[config.mk]
export PLATFORM = sky130hd
export DESIGN_NAME = fetch_unit
export DESIGN_NICKNAME = d
export VERILOG_FILES = /design/src/rtl/cpu_pkg.sv /design/src/rtl/pc_reg.sv /design/src/rtl/fetch_unit.sv
export SDC_FILE = /design/constraint.sdc
export NUM_CORES = 1
export LEC_CHECK = 0
export BUFFER_PORTS_ARGS = -buffer_cell sky130_fd_sc_hd__buf_2
export CAP_MARGIN = 20
export CORE_MARGIN = 2
export CORE_UTILIZATION = 50
export DETAILED_ROUTE_END_ITERATION = 8
export GPL_TIMING_DRIVEN = 1
export PLACE_DENSITY_LB_ADDON = 0.15
export SLEW_MARGIN = 10
export SYNTH_ARGS = -nofsm -noshare
export SYNTH_HDL_FRONTEND = slang
export SYNTH_SLANG_ARGS = --single-unit
[constraint.sdc]
create_clock -name clk -period 5.3 [get_ports clk]
set_input_delay 0 -clock clk [delete_from_list [all_inputs] [get_ports clk]]
set_output_delay 0 -clock clk [all_outputs]
set_load 0.1 [all_outputs]
[src/rtl/cpu_pkg.sv]
// Shared CPU definitions: fetch state encoding, instruction size, bus widths.
package cpu_pkg;

   localparam int CPU_ADDR_W = 32;
   localparam int CPU_DATA_W = 32;
   localparam int INSN_BYTES = 4;
   localparam logic [31:0] RESET_PC_DEFAULT = 32'h0000_0000;

   typedef enum logic [1:0] {
      ST_IDLE = 2'd0,
      ST_REQ  = 2'd1,
      ST_HOLD = 2'd2,
      ST_ERR  = 2'd3
   } fetch_state_t;

endpackage

[src/rtl/pc_reg.sv]
// Program counter: async clear to RESET_PC, load has priority over +4 increment.
module pc_reg
   import cpu_pkg::*;
#(
   parameter int ADDR_W = CPU_ADDR_W,
   parameter logic [ADDR_W-1:0] RESET_PC = ADDR_W'(RESET_PC_DEFAULT)
) (
   input  logic              clk,
   input  logic              rst_n,
   input  logic              load,
   input  logic [ADDR_W-1:0] load_val,
   input  logic              inc,
   output logic [ADDR_W-1:0] pc
);

   // PC update; the add wraps naturally modulo 2^ADDR_W.
   always_ff @(posedge clk or negedge rst_n) begin
      if (!rst_n) begin
         pc <= RESET_PC;
      end else if (load) begin
         pc <= load_val;
      end else if (inc) begin
         pc <= pc + ADDR_W'(INSN_BYTES);
      end
   end

endmodule

[src/rtl/fetch_unit.sv]
// Instruction fetch stage: owns the PC, reads mem, hands words to decode.
//
// state   | meaning
// --------+-----------------------------------------------------------
// IDLE    | dead cycle after reset release, no memory access
// REQ     | mem_read asserted at pc, word captured on the next edge
// HOLD    | ins/ins_pc valid, waiting for ins_ready
// ERR     | misaligned redirect seen, halted until reset
module fetch_unit
   import cpu_pkg::*;
#(
   parameter int ADDR_W = CPU_ADDR_W,
   parameter int DATA_W = CPU_DATA_W,
   parameter logic [ADDR_W-1:0] RESET_PC = ADDR_W'(RESET_PC_DEFAULT)
) (
   input  logic              clk,
   input  logic              rst_n,
   output logic [ADDR_W-1:0] mem_addr,
   output logic              mem_read,
   output logic              mem_write,
   input  logic [DATA_W-1:0] mem_rdata,
   input  logic              redirect,
   input  logic [ADDR_W-1:0] redirect_pc,
   output logic              ins_valid,
   input  logic              ins_ready,
   output logic [DATA_W-1:0] ins,
   output logic [ADDR_W-1:0] ins_pc,
   output logic              misalign
);

   fetch_state_t state_q, state_d;
   logic              pc_load, pc_inc, capture;
   logic [ADDR_W-1:0] pc;
   logic              target_ok;

   pc_reg #(
      .ADDR_W   (ADDR_W),
      .RESET_PC (RESET_PC)
   ) u_pc_reg (
      .clk      (clk),
      .rst_n    (rst_n),
      .load     (pc_load),
      .load_val (redirect_pc),
      .inc      (pc_inc),
      .pc       (pc)
   );

   // Outputs decoded from state so reset drops them without waiting for clk.
   assign target_ok = (redirect_pc[1:0] == 2'b00);
   assign mem_addr  = pc;
   assign mem_write = 1'b0;
   assign mem_read  = (state_q == ST_REQ);
   assign ins_valid = (state_q == ST_HOLD);
   assign misalign  = (state_q == ST_ERR);

   // State register.
   always_ff @(posedge clk or negedge rst_n) begin
      if (!rst_n) begin
         state_q <= ST_IDLE;
      end else begin
         state_q <= state_d;
      end
   end

   // Next state and PC control; a redirect overrides whatever the state wanted.
   always_comb begin
      state_d = state_q;
      pc_load = 1'b0;
      pc_inc  = 1'b0;
      capture = 1'b0;
      case (state_q)
         ST_IDLE: state_d = ST_REQ;
         ST_REQ: begin
            capture = 1'b1;
            state_d = ST_HOLD;
         end
         ST_HOLD: begin
            if (ins_ready) begin
               pc_inc  = 1'b1;
               state_d = ST_REQ;
            end
         end
         default: state_d = ST_ERR;
      endcase
      if (redirect && (state_q != ST_ERR)) begin
         capture = 1'b0;
         pc_inc  = 1'b0;
         if (target_ok) begin
            pc_load = 1'b1;
            state_d = ST_REQ;
         end else begin
            state_d = ST_ERR;
         end
      end
   end

   // Captured instruction and its address; held until the next fetch completes.
   always_ff @(posedge clk or negedge rst_n) begin
      if (!rst_n) begin
         ins    <= '0;
         ins_pc <= '0;
      end else if (capture) begin
         ins    <= mem_rdata;
         ins_pc <= pc;
      end
   end

endmodule
# After elaboration in Yosys (flattened, before gate mapping)
# Cells that the tools add are included.
[word_totals]
register_bits = 98
output_inout_bits = 100
input_bits = 68
[classes]
muxes = 13
eq_ne = 5
n_reduce_logical = 4
add_sub_neg = 1
[ops]
columns = ["op", "n"]
rows = [
  ["2-to-1 mux 32 bit", 2],
  ["adder 32 x 3 -> 32 bit, second input constant", 1],
  ["2-to-1 mux 1 bit", 7],
  ["2-to-1 mux 2 bit", 3],
  ["one-hot mux 2 bit (3 select lines)", 1],
  ["equality test 2 bit, second input constant", 2],
  ["zero test 2 bit", 2],
  ["inequality test 3 x 1 -> 1 bit, second input constant", 1],
  ["equality test 2 x 1 -> 1 bit, second input constant", 1],
  ["inequality test 2 bit, second input constant", 1],
  ["nonzero test 2 bit", 1],
  ["logical AND 1 bit", 1],
]

# Logic depth before layout (Yosys ltp)
# Gate-level depths: netlist of run 1.
[depth]
word_depth = 5
ltp_mapped = 7
depth_no_buf = 6

# By module
# From an unflattened synthesis of run 1, not the netlist that was laid out.
[unflattened]
cells_unflattened = 352
area_unflattened_um2 = 4664.5
[modules_own_cells]
columns = ["module", "instances", "cells_per_inst", "seq_area_each_um2", "area_each_um2"]
rows = [
  ["fetch_unit", 1, 152, 1651.6, 2844.0],
  ["pc_reg", 1, 200, 800.8, 1820.5],
]

# Worst setup path before layout of run 1
# OpenSTA, ideal clock, no wires.
[synth_path]
path_kind = "flip-flop to flip-flop"
startpoint = "register state_q[0]"
endpoint = "register ins_pc[4]"
t_required_ns = 5.174
arrival_ns = 2.944
stages_incl_launch_ff = 6
n_path_buf = 2
setup_time_ns = 0.126
slack_ns = 2.230
cell_sequence = "dfrtp_1 > nor2b_1 > nor2b_1 > clkbuf_1 > buf_2 > mux2_2"
[synth_between]
elab_chain_cells = 3
word_cells_on_any_way = 5
cone_classes = "eq/ne (2); mux (2); reduce/logical (1)"
[synth_rtl]
columns = ["element", "line", "text"]
rows = [
  ["start: declaration", "fetch_unit.sv:31", "fetch_state_t state_q, state_d;"],
  ["start signal: assignment", "fetch_unit.sv:61", "state_q <= state_d;"],
  ["equality test 2 x 1 -> 1 bit", "n/a", ""],
  ["via mem_read", "fetch_unit.sv:19", "output logic mem_read,"],
  ["2-to-1 mux 1 bit", "fetch_unit.sv:71", "case (state_q)"],
  ["2-to-1 mux 1 bit", "fetch_unit.sv:85", "if (redirect && (state_q != ST_ERR)) begin"],
  ["end signal: assignment", "fetch_unit.sv:104", "ins_pc <= pc;"],
  ["end: declaration", "fetch_unit.sv:27", "output logic [ADDR_W-1:0] ins_pc,"],
]
# The timed path passes the listed nets, and every way through them passes these cells.
# A chain may end at the register's enable or synchronous reset.

# Final worst setup path of run 1
[layout_path]
startpoint = "register state_q[0]"
endpoint = "register ins_pc[25]"
[layout_between]
elab_chain_cells = 3
word_cells_on_any_way = 5
cone_classes = "eq/ne (2); mux (2); reduce/logical (1)"
[layout_rtl]
columns = ["element", "line"]
rows = [
  ["equality test 2 x 1 -> 1 bit / inequality test 2 bit (equally long branches)", "fetch_unit.sv:71, fetch_unit.sv:85"],
  ["2-to-1 mux 1 bit / logical AND 1 bit (equally long branches)", "fetch_unit.sv:71, fetch_unit.sv:85"],
  ["2-to-1 mux 1 bit *", "fetch_unit.sv:85"],
]
# Mark *: on every way between the ends. The rest lies on a longest branch, timed or not.

==> results of run 1 <==
synthesized netlist by cell type (7+ instances only):
library cell,count,area (sq um)
nor3_1,13,65.06
clkbuf_1,11,41.29
dfrtp_1,98,2452
buf_2,7,35.03
xor2_1,15,131.4
nor2_1,7,26.28
and2_1,8,50.05
o21ai_0,27,135.1
nand3_1,13,65.06
mux2_2,64,720.7
a31oi_1,7,43.79
nand4_1,11,68.82
nand2_1,29,108.9
logic make-up (layout without fill, tap and decap cells):
| logic type | after synthesis | in the layout |
|---|---|---|
| AOI/OAI and AO/OA | 42 | 42 |
| xor gates and xnor gates | 21 | 21 |
| adders and majority gates | 1 | 1 |
| buffers and inverters | 23 | 255 |
| DFF | 98 | 98 |
| muxes | 64 | 64 |
| other | 1 | 1 |
| and+or+nand+nor | 108 | 108 |
through the flow:
step	cells	total power (W)	setup WS [ns]	area, sq um
3_3_place_gp	613	0.001774	2.874	5211
4_1_cts	695	0.002298	2.744	6065
5_1_grt	695	0.002372	2.594	6065
2_1_floorplan	358	0.001615	2.230	4300
3_5_place_dp	613	0.001785	2.760	5211
6_report	695	0.002285	2.749	6065
per-layer routing:
layer	track usage	part of all wire	up-vias
met5	0	0	-
met4	0.08234	0.019	0
met3	0.04769	0.056	21
met2	0.3841	0.50	120
met1	0.3051	0.43	1750
li1	-	-	1729
power groups by stage:
stage,sequential (W),clock [W],combinational (W)
finish,0.000913,0.000478,0.000895
floorplan,0.00153,0,0.0000890
global route,0.000927,0.000523,0.000922
detailed placement,0.000927,0,0.000859
global placement,0.000922,0,0.000851
CTS,0.000912,0.000489,0.000897
worst reg2reg max path, delay by kind of cell (launching register included):
| family | cells | cell delay (ns) |
|---|---|---|
| and+or+nand+nor | 2 | 1.02 |
| buffers and inverters | 1 | 0.54 |
| DFF | 1 | 0.45 |
| muxes | 1 | 0.41 |
layout by cell type (no fill, tap or decap), types with 2 or more instances in the layout:
cell type	count
buf_2	165
dfrtp_1	98
dlygate4sd3_1	66
mux2_2	64
nand2_1	29
o21ai_0	27
xor2_1	15
nor3_1	13
nand3_1	13
nand4_1	11
clkbuf_8	9
and2_1	8
nor2_1	7
a31oi_1	7
and3_1	6
or3_1	6
xnor2_1	6
inv_1	4
a21oi_1	4
buf_4	4
or4_1	3
and4_1	2
nor4_1	2
clkinv_2	2
cell type report:
class                           count  area (sq um)  area share
Clock buffer                       10         127.6     0.02104
Clock inverter                      6         65.06     0.01073
Inverter                            4         15.01    0.002476
Multi-Input combinational cell    237          1757      0.2897
Sequential cell                    98          2452      0.4044
Tap cell                          105         131.4     0.02166
Timing Repair Buffer              235          1516      0.2501
path summary, 6_finish.rpt:
| kind | start | to |
|---|---|---|
| worst max-delay path | state_q[0] | ins_pc[25] |
| worst min-delay path | rst_n | ins[5] |
| worst max register to register | state_q[0] | ins_pc[25] |
| worst min register to register | ins_pc[2] | ins_pc[2] |
| max in group asynchronous | rst_n | u_pc_reg.pc[3] |
| min in group clk | redirect_pc[0] | u_pc_reg.pc[25] |
==> flow_summary.yaml, run 1 <==
power:
  comb_power_share: 0.391
  p_switching_w: 0.001071
  p_leak_nw: 3.071
  powerDensity_mw_per_mm2: 376.8
  p_seq_frac: 0.400
  peakVddDrop_v: 0.0002451
  p_clk_frac: 0.209
  netSwitchingFraction: 0.4685
  p_int_w: 0.001215
setup_path:
  critical_path_depth: 4
  cp_data_arrival_time_ns: 2.79
  worst_setup_path_start_kind: "flop"
  crit_type: "reg2reg"
  rr_worst_depth: 4
  critPathSlowestCell: "nor2b_4"
  cp-end-kind: "flop"
  max_stage_delay_ns: 0.76
  critPathMaxFanout: 35
  cp_num_buf_inv: 1
  ff2ff_setup_slack_ns: 2.75
  crit_chain: "nor2b_1 > nor2b_4 > buf_4 > mux2_2"
  cp_data_required_time_ns: 5.54
  critPathTopFamily: "simple AND/OR/NAND/NOR gates"
synthesis:
  synth_edf_count: 0
  synth_top_family_by_area: "multiplexers"
  synth_xor_area_frac: 0.04277
  ys_ff_latch: 98
  synth_simple_gate_area_frac: 0.1391
  yosys-mux-area-fraction: 0.1676
  synth_compound_area_frac: 0.05354
  syn_avg_cell_area_sq_um: 12.01
  syn_nets: 427
  netlist_instances: 358
  synth.yosys.seq_area_share: 0.5703
  yosysWarnings: 0
  synth_fa_ha_area_frac: 0.002910
  synthesis.area_sq_mm: 0.004300
  ys.flop_type: "dfrtp_1"
  synth_cell_types: 35
  async_flop_share: 1.000
drt:
  routed_wirelength_microns: 10700
  drc_errors: 0
  drt-initial-drc-count: 102
  wire_per_inst_microns: 15.39
  vias_per_cell: 5.209
  first_pass_iters: 4
  ant_nets: 0
  routed-via-count: 3620
layout:
  n_fill_cell: 612
  diodes: 0
  drive_above_1_share: 0.4322
  finalCoreUtilization: 0.7344
  nets: 654
  syn2layout_area_growth_pct: 41.02
run:
  max_cap_viol_count: 0
clock_tree:
  cts_buffers: 9
  h-tree-depth: 3
  insertion_delay_ns: 0.36
  tritoncts: "done"
  cts.reportedPaths.clkPinSlew_ns: 0.10
  postCtsSetupBuffers: 0
  cts_resized: 0
  cts_max_path_buffers: 2
  clock-root-buffer: "clkbuf_8"
  cts.sinks: 98
  hold_buffers: 66
global_routing:
  grt_pass1_wl_microns: 17860
  grt_pass1_vias: 3704
  grt_start_max_net_pins: 61
  track_usage: 0.2321
  antenna_found_initial: 0
  grt_overflow: 0
floorplan:
  rows: 33
  io_pins: 168
  core_area_sq_mm: 0.008258
  dieArea_sq_mm: 0.009359
  initial_core_util: 0.5208
  die_w_microns: 96.74
  die_height_microns: 96.74
timing:
  max_slew_margin: 0.4206
  finalClockSkew_ns: 0.01489
  grt_setup_unrepaired: "false"
  tns_ns: 0
  fin_crit_ns: 2.551
  finalHoldViolCount: 0
  setup_viol_count_final: 0
  whs_ns: 0.1349
  fmax_ghz: 0.3920
  worst_pin_slew_ns: 0.8673
  timing.final.max_slew_violations: 0
  fin_crit_sh: 0.4813
place:
  portBuffers: 166
  gp_congestion: 0.7714
  hpwl_microns: 7083
status:
  status: "completed"
hold_path:
  hp-class: "in2async"
Note: power is estimated with default switching activity, not from simulation.
==> inputs of run 2 (changes only) <==
Settings changed: ABC_AREA set to 1.
Clock period 5.3 ns to 2.4 ns, I/O delays scaled along.
==> run 2 against run 1 <==
Synthesized area increased by 11%; largest cell class unchanged; critical endpoint is now state_q[1]; design area increased by 8.3%; critical path type unchanged; synthesized cell count increased by 77%; die area increased by 11%; maximum frequency increased by 22%; highest routed layer unchanged; core utilization decreased by 2.7 points; power increased by 120%.
==> flow_summary.yaml, run 2 <==
floorplan:
  die_w_microns: 101.8
  die_height_microns: 101.8
  core_area_sq_mm: 0.009284
  io_pins: 168
  dieArea_sq_mm: 0.01037
  initial_core_util: 0.5156
  rows: 35
synthesis:
  synth_area_leaders: "dfrtp_1 51%, nand2_1 22%, nor2_1 4.2%"
  synth.yosys.seq_area_share: 0.5123
  syn_nets: 704
  ys_ff_latch: 98
  netlist_instances: 635
  synth_area_leader_cell: "dfrtp_1"
  synth.most_common_cell: "nand2_1"
  ys.flop_type: "dfrtp_1"
  synth_top_cell_area_share: 0.5123
  synth_cell_types: 35
  async_flop_share: 1.000
  yosysWarnings: 0
  synth_common_cells: "283 x nand2_1, 98 x dfrtp_1, 54 x nor2_1, 45 x inv_1"
  syn_avg_cell_area_sq_um: 7.539
  synthesis.area_sq_mm: 0.004787
  synth_edf_count: 0
setup_path:
  rr_worst_depth: 6
  cp_data_arrival_time_ns: 2.36
  rr_endpoint: "state_q[1]"
  reg2reg_from: "state_q[0]"
  worst_setup_path_start_kind: "flop"
  crit_chain: "nand2_1 > nand3_2 > buf_4 > o21ai_0 > nand2_1 > dlygate4sd3_1"
  critPathSlowestCell: "dlygate4sd3_1"
  critPathTopFamily: "buffers and inverters"
  cp-end-kind: "flop"
  cp_num_buf_inv: 2
  critPathMaxFanout: 32
  crit_top_cell: "nand2_1"
  cp_data_required_time_ns: 2.66
  max_stage_delay_ns: 0.55
  ff2ff_setup_slack_ns: 0.31
  crit_type: "reg2reg"
global_routing:
  grt_pass1_wl_microns: 22750
  grt_overflow: 0
  antenna_found_initial: 0
  grt_pass1_vias: 4770
  track_usage: 0.2842
  grt_start_max_net_pins: 92
drt:
  ant_nets: 0
  vias_per_cell: 5.033
  drt-initial-drc-count: 288
  first_pass_iters: 5
  wire_per_inst_microns: 14.70
  drc_errors: 0
  routed_wirelength_microns: 14580
  routed-via-count: 4993
layout:
  drive_above_1_share: 0.2352
  n_fill_cell: 765
  final_cell_mix: "282 x nand2_1, 165 x buf_2, 98 x dfrtp_1"
  diodes: 0
  syn2layout_area_growth_pct: 37.22
  fin_cells: 992
  nets: 927
  final_common_cell: "nand2_1"
clock_tree:
  clock-root-buffer: "clkbuf_8"
  h-tree-depth: 3
  tritoncts: "done"
  cts_resized: 0
  hold_buffers: 66
  cts.sinks: 98
  cts_max_path_buffers: 2
  postCtsSetupBuffers: 0
  cts_buffers: 9
  cts.reportedPaths.clkPinSlew_ns: 0.10
  insertion_delay_ns: 0.37
timing:
  finalHoldViolCount: 0
  worst_pin_slew_ns: 0.8169
  fin_crit_sh: 0.8726
  fin_crit_ns: 2.094
  fmax_ghz: 0.4775
  timing.final.max_slew_violations: 0
  finalClockSkew_ns: 0.01686
  max_slew_margin: 0.4554
  setup_viol_count_final: 0
  grt_setup_unrepaired: "false"
  tns_ns: 0
place:
  hpwl_microns: 9838
  portBuffers: 166
  dp.cells: 910
  gp_congestion: 0.9153
status:
  status: "completed"
hold_path:
  hp-class: "in2async"
power:
  peakVddDrop_v: 0.0004741
  powerDensity_mw_per_mm2: 756.3
  p_leak_nw: 3.580
run:
  max_cap_viol_count: 0
-- run 2: cell types whose count changed in the layout (fill, tap and decap cells not counted), sizes merged, moves of 7 or more --
cell,before,now
and2,8,1
nor2,7,62
inv,5,52
nand4,12,2
nor3,13,2
mux2,64,0
nand2,29,286
nand3,14,41
xor2,15,1
o21ai,27,42
-- run 2: cell type report --
class / instances / area [sq um] / area share
Clock buffer: 10 / 137.6 / 0.02095
Tap cell: 129 / 161.4 / 0.02457
Inverter: 48 / 180.2 / 0.02743
Timing Repair Buffer: 236 / 1536 / 0.2339
Sequential cell: 98 / 2452 / 0.3733
Multi-Input combinational cell: 465 / 2022 / 0.3078
Clock inverter: 6 / 78.83 / 0.01200
-- run 2: worst max-delay path by stage --
stage	start	to	slack, ns	cells past startpoint
floorplan	u_pc_reg.pc[3]	u_pc_reg.pc[22]	0.18	10
global placement	state_q[0]	u_pc_reg.pc[17]	0.72	7
finish	state_q[0]	state_q[1]	0.31	6
global route	state_q[0]	state_q[1]	0.18	6
CTS	state_q[0]	state_q[1]	0.34	6
detailed placement	state_q[0]	u_pc_reg.pc[17]	0.61	7
-- run 2: cell families after synthesis --
| group | count (synthesis) | synth area share |
|---|---|---|
| buffers and inverters | 72 | 0.06639 |
| other | 1 | 0.0007834 |
| xor gates and xnor gates | 2 | 0.003660 |
| DFF | 98 | 0.5123 |
| adders and majority gates | 1 | 0.002613 |
| and+or+nand+nor | 396 | 0.3393 |
| AOI/OAI and AO/OA | 65 | 0.07501 |
-- run 2: where the power goes --
part | leakage [nW] | switching, W | internal (W)
sequential | 1.25 | 0.000127 | 0.00181
clock | 0.112 | 0.000635 | 0.000537
combinational | 2.22 | 0.00153 | 0.000325
total | 3.58 | 0.00230 | 0.00267
-- run 2: routing by layer --
layer | GRT usage | share of wire | wire length (microns)
met1 | 0.3761 | 0.43 | 6327
met2 | 0.4782 | 0.47 | 6856
met3 | 0.04788 | 0.073 | 1068
met4 | 0.09641 | 0.023 | 329
met5 | 0 | 0 | 0
-- run 2: metrics by stage --
step	power (W)	worst slack [ns]	hold WS [ns]	utilization	instance area (sq um)
2_1_floorplan	0.003378	0.1824	-0.2956	-	4790
3_3_place_gp	0.003724	0.7184	0.01153	0.6131	5692
3_5_place_dp	0.003739	0.6052	0.02876	0.6131	5692
4_1_cts	0.004987	0.3373	0.1581	0.7075	6569
5_1_grt	0.005140	0.1828	0.1841	0.7075	6569
6_report	0.004968	0.3058	0.1396	0.7075	6569
==> inputs of run 3 (changes only) <==
Settings changed: CORE_UTILIZATION 50 to 40.
Clock period 2.4 ns to 2.35 ns, I/O delays scaled along.
==> run 3 against run 2 <==
Maximum frequency grew 18%; core utilization shrank 13 points; sequential power grew 2%; global-route usage shrank 5.5 points; flip-flop and latch count is the same; routed wire length shrank 2.2%; die area grew 24%; critical path depth grew 4; power grew 8.1%; final cell count grew 1.4%; first-iteration DRC count shrank 32%; critical endpoint is now u_pc_reg.pc[22]; largest power group unchanged; highest routed layer unchanged.
==> flow_summary.yaml, run 3 (synthesized netlist as in run 2, its figures left out) <==
run:
  max_cap_viol_count: 0
setup_path:
  cp_num_buf_inv: 0
  rr_worst_depth: 10
  max_stage_delay_ns: 0.43
  crit_top_cell: "nand2_1"
  crit_chain: "ha_1 > nand2_1 > nor2_2 > nand2_1 > nor2_1 > nand2_1 > nand2_1 > nand3_1 > nand2_1 > nand2_1"
  critPathTopFamily: "simple AND/OR/NAND/NOR gates"
  crit_type: "reg2reg"
  rr_endpoint: "u_pc_reg.pc[22]"
  ff2ff_setup_slack_ns: 0.58
  reg2reg_from: "u_pc_reg.pc[3]"
  cp_data_arrival_time_ns: 2.02
  cp_data_required_time_ns: 2.60
  critPathMaxFanout: 5
  critPathSlowestCell: "dfrtp_1"
  cp-end-kind: "flop"
  worst_setup_path_start_kind: "flop"
floorplan:
  die_w_microns: 113.4
  die_height_microns: 113.4
  io_pins: 168
  core_area_sq_mm: 0.01156
  rows: 39
  dieArea_sq_mm: 0.01286
  initial_core_util: 0.4139
layout:
  syn2layout_area_growth_pct: 39.31
  final_cell_mix: "282 x nand2_1, 165 x buf_2, 98 x dfrtp_1"
  diodes: 0
  drive_above_1_share: 0.2375
  finalCoreUtilization: 0.5767
  fin_cells: 1006
  nets: 927
  final_common_cell: "nand2_1"
  n_fill_cell: 1096
clock_tree:
  cts.sinks: 98
  cts_max_path_buffers: 2
  cts.reportedPaths.clkPinSlew_ns: 0.07
  clock-root-buffer: "clkbuf_16"
  h-tree-depth: 3
  cts_resized: 0
  tritoncts: "done"
  cts_buffers: 9
  insertion_delay_ns: 0.35
place:
  portBuffers: 166
  gp_congestion: 0.9280
  hpwl_microns: 10240
  dp.cells: 927
drt:
  routed-via-count: 4866
  wire_per_inst_microns: 14.17
  ant_nets: 0
  routed_wirelength_microns: 14260
  drt-initial-drc-count: 196
  first_pass_iters: 4
  drc_errors: 0
  vias_per_cell: 4.837
global_routing:
  antenna_found_initial: 0
  grt_start_max_net_pins: 56
  grt_overflow: 0
  track_usage: 0.2293
  grt_pass1_wl_microns: 23220
  grt_pass1_vias: 4741
timing:
  fmax_ghz: 0.5647
  worst_pin_slew_ns: 0.6022
  tns_ns: 0
  fin_crit_ns: 1.771
  fin_crit_sh: 0.7535
  finalHoldViolCount: 0
  finalClockSkew_ns: 0.008054
  setup_viol_count_final: 0
  grt_setup_unrepaired: "false"
  max_slew_margin: 0.5985
  timing.final.max_slew_violations: 0
power:
  peakVddDrop_v: 0.0003793
  powerDensity_mw_per_mm2: 805.4
  p_leak_nw: 3.613
hold_path:
  min_to: "u_pc_reg.pc[28]"
  worstHoldStart: "redirect_pc[28]"
  min_path_cells: 5
  hp-class: "in2reg"
status:
  status: "completed"
==> run 3: cell types whose count changed in the layout (fill, tap and decap cells not counted) <==
cell,previous run,this run
clkbuf_16,0,9
clkbuf_8,10,2
buf_4,4,7
dlygate4sd3_1,66,63
inv_6,3,0
clkinvlp_4,0,2
inv_8,2,0
clkbuf_1,0,1
clkinv_2,0,1
==> run 3: routing by layer <==
layer | vias up | wire length [microns] | global-route usage
met4 | 0 | 220 | 0.07805
met3 | 14 | 778 | 0.03029
met5 | - | 0 | 0
met1 | 2253 | 6324 | 0.3001
met2 | 163 | 6937 | 0.3948
li1 | 2436 | - | -
==> run 3: where the power goes <==
| part | total (W) | leakage, nW | switching, W | internal [W] |
|---|---|---|---|---|
| Combinational | 0.00189 | 2.22 | 0.00156 | 0.000330 |
| Clock | 0.00150 | 0.145 | 0.000622 | 0.000881 |
| Sequential | 0.00198 | 1.25 | 0.000128 | 0.00185 |
==> run 3: cell type report <==
| type | count | area, sq um | area share |
|---|---|---|---|
| clock buffers | 12 | 256.5 | 0.03846 |
| repair buffers | 236 | 1529 | 0.2293 |
| inverters | 48 | 180.2 | 0.02702 |
| well taps | 143 | 178.9 | 0.02683 |
| clock inverters | 4 | 50.05 | 0.007505 |
| multi-input cells | 465 | 2022 | 0.3032 |
| flip-flops and latches | 98 | 2452 | 0.3677 |
==> run 3: worst max path at each step <==
stage                              start              end  slack (ns)  depth (start not counted)
final                     u_pc_reg.pc[3]  u_pc_reg.pc[22]        0.58                         10
after global routing      u_pc_reg.pc[3]  u_pc_reg.pc[22]        0.39                         10
after CTS                 u_pc_reg.pc[3]  u_pc_reg.pc[22]        0.62                         10
after detailed placement  u_pc_reg.pc[3]  u_pc_reg.pc[22]        0.64                         10
after global placement    u_pc_reg.pc[3]  u_pc_reg.pc[20]        0.69                         10
after floorplan           u_pc_reg.pc[3]  u_pc_reg.pc[22]        0.13                         10
==> run 3: tightest hold or removal path: stages <==
cell,delay (ns)
buf_2,0.10
o21ai_0,0.08
inv_1,0.06
nand2_1,0.05
nand2_1,0.05
==> run 3: metrics by stage <==
stage | total power [W] | instance area, sq um | setup slack (ns) | hold WS, ns
finish | 0.005371 | 6669 | 0.5792 | 0.02216
detailed placement | 0.003822 | 5732 | 0.6423 | 0.04613
global route | 0.005576 | 6669 | 0.3869 | 0.06946
CTS | 0.005417 | 6669 | 0.6225 | 0.001750
global placement | 0.003803 | 5732 | 0.6933 | 0.04283
floorplan | 0.003450 | 4790 | 0.1324 | -0.2956
==> run 3: timing repair <==
action,in CTS,in global routing
setup endpoints to repair,0,0
hold endpoints to repair,104,0
buffers inserted,0,0
hold buffers,63,0
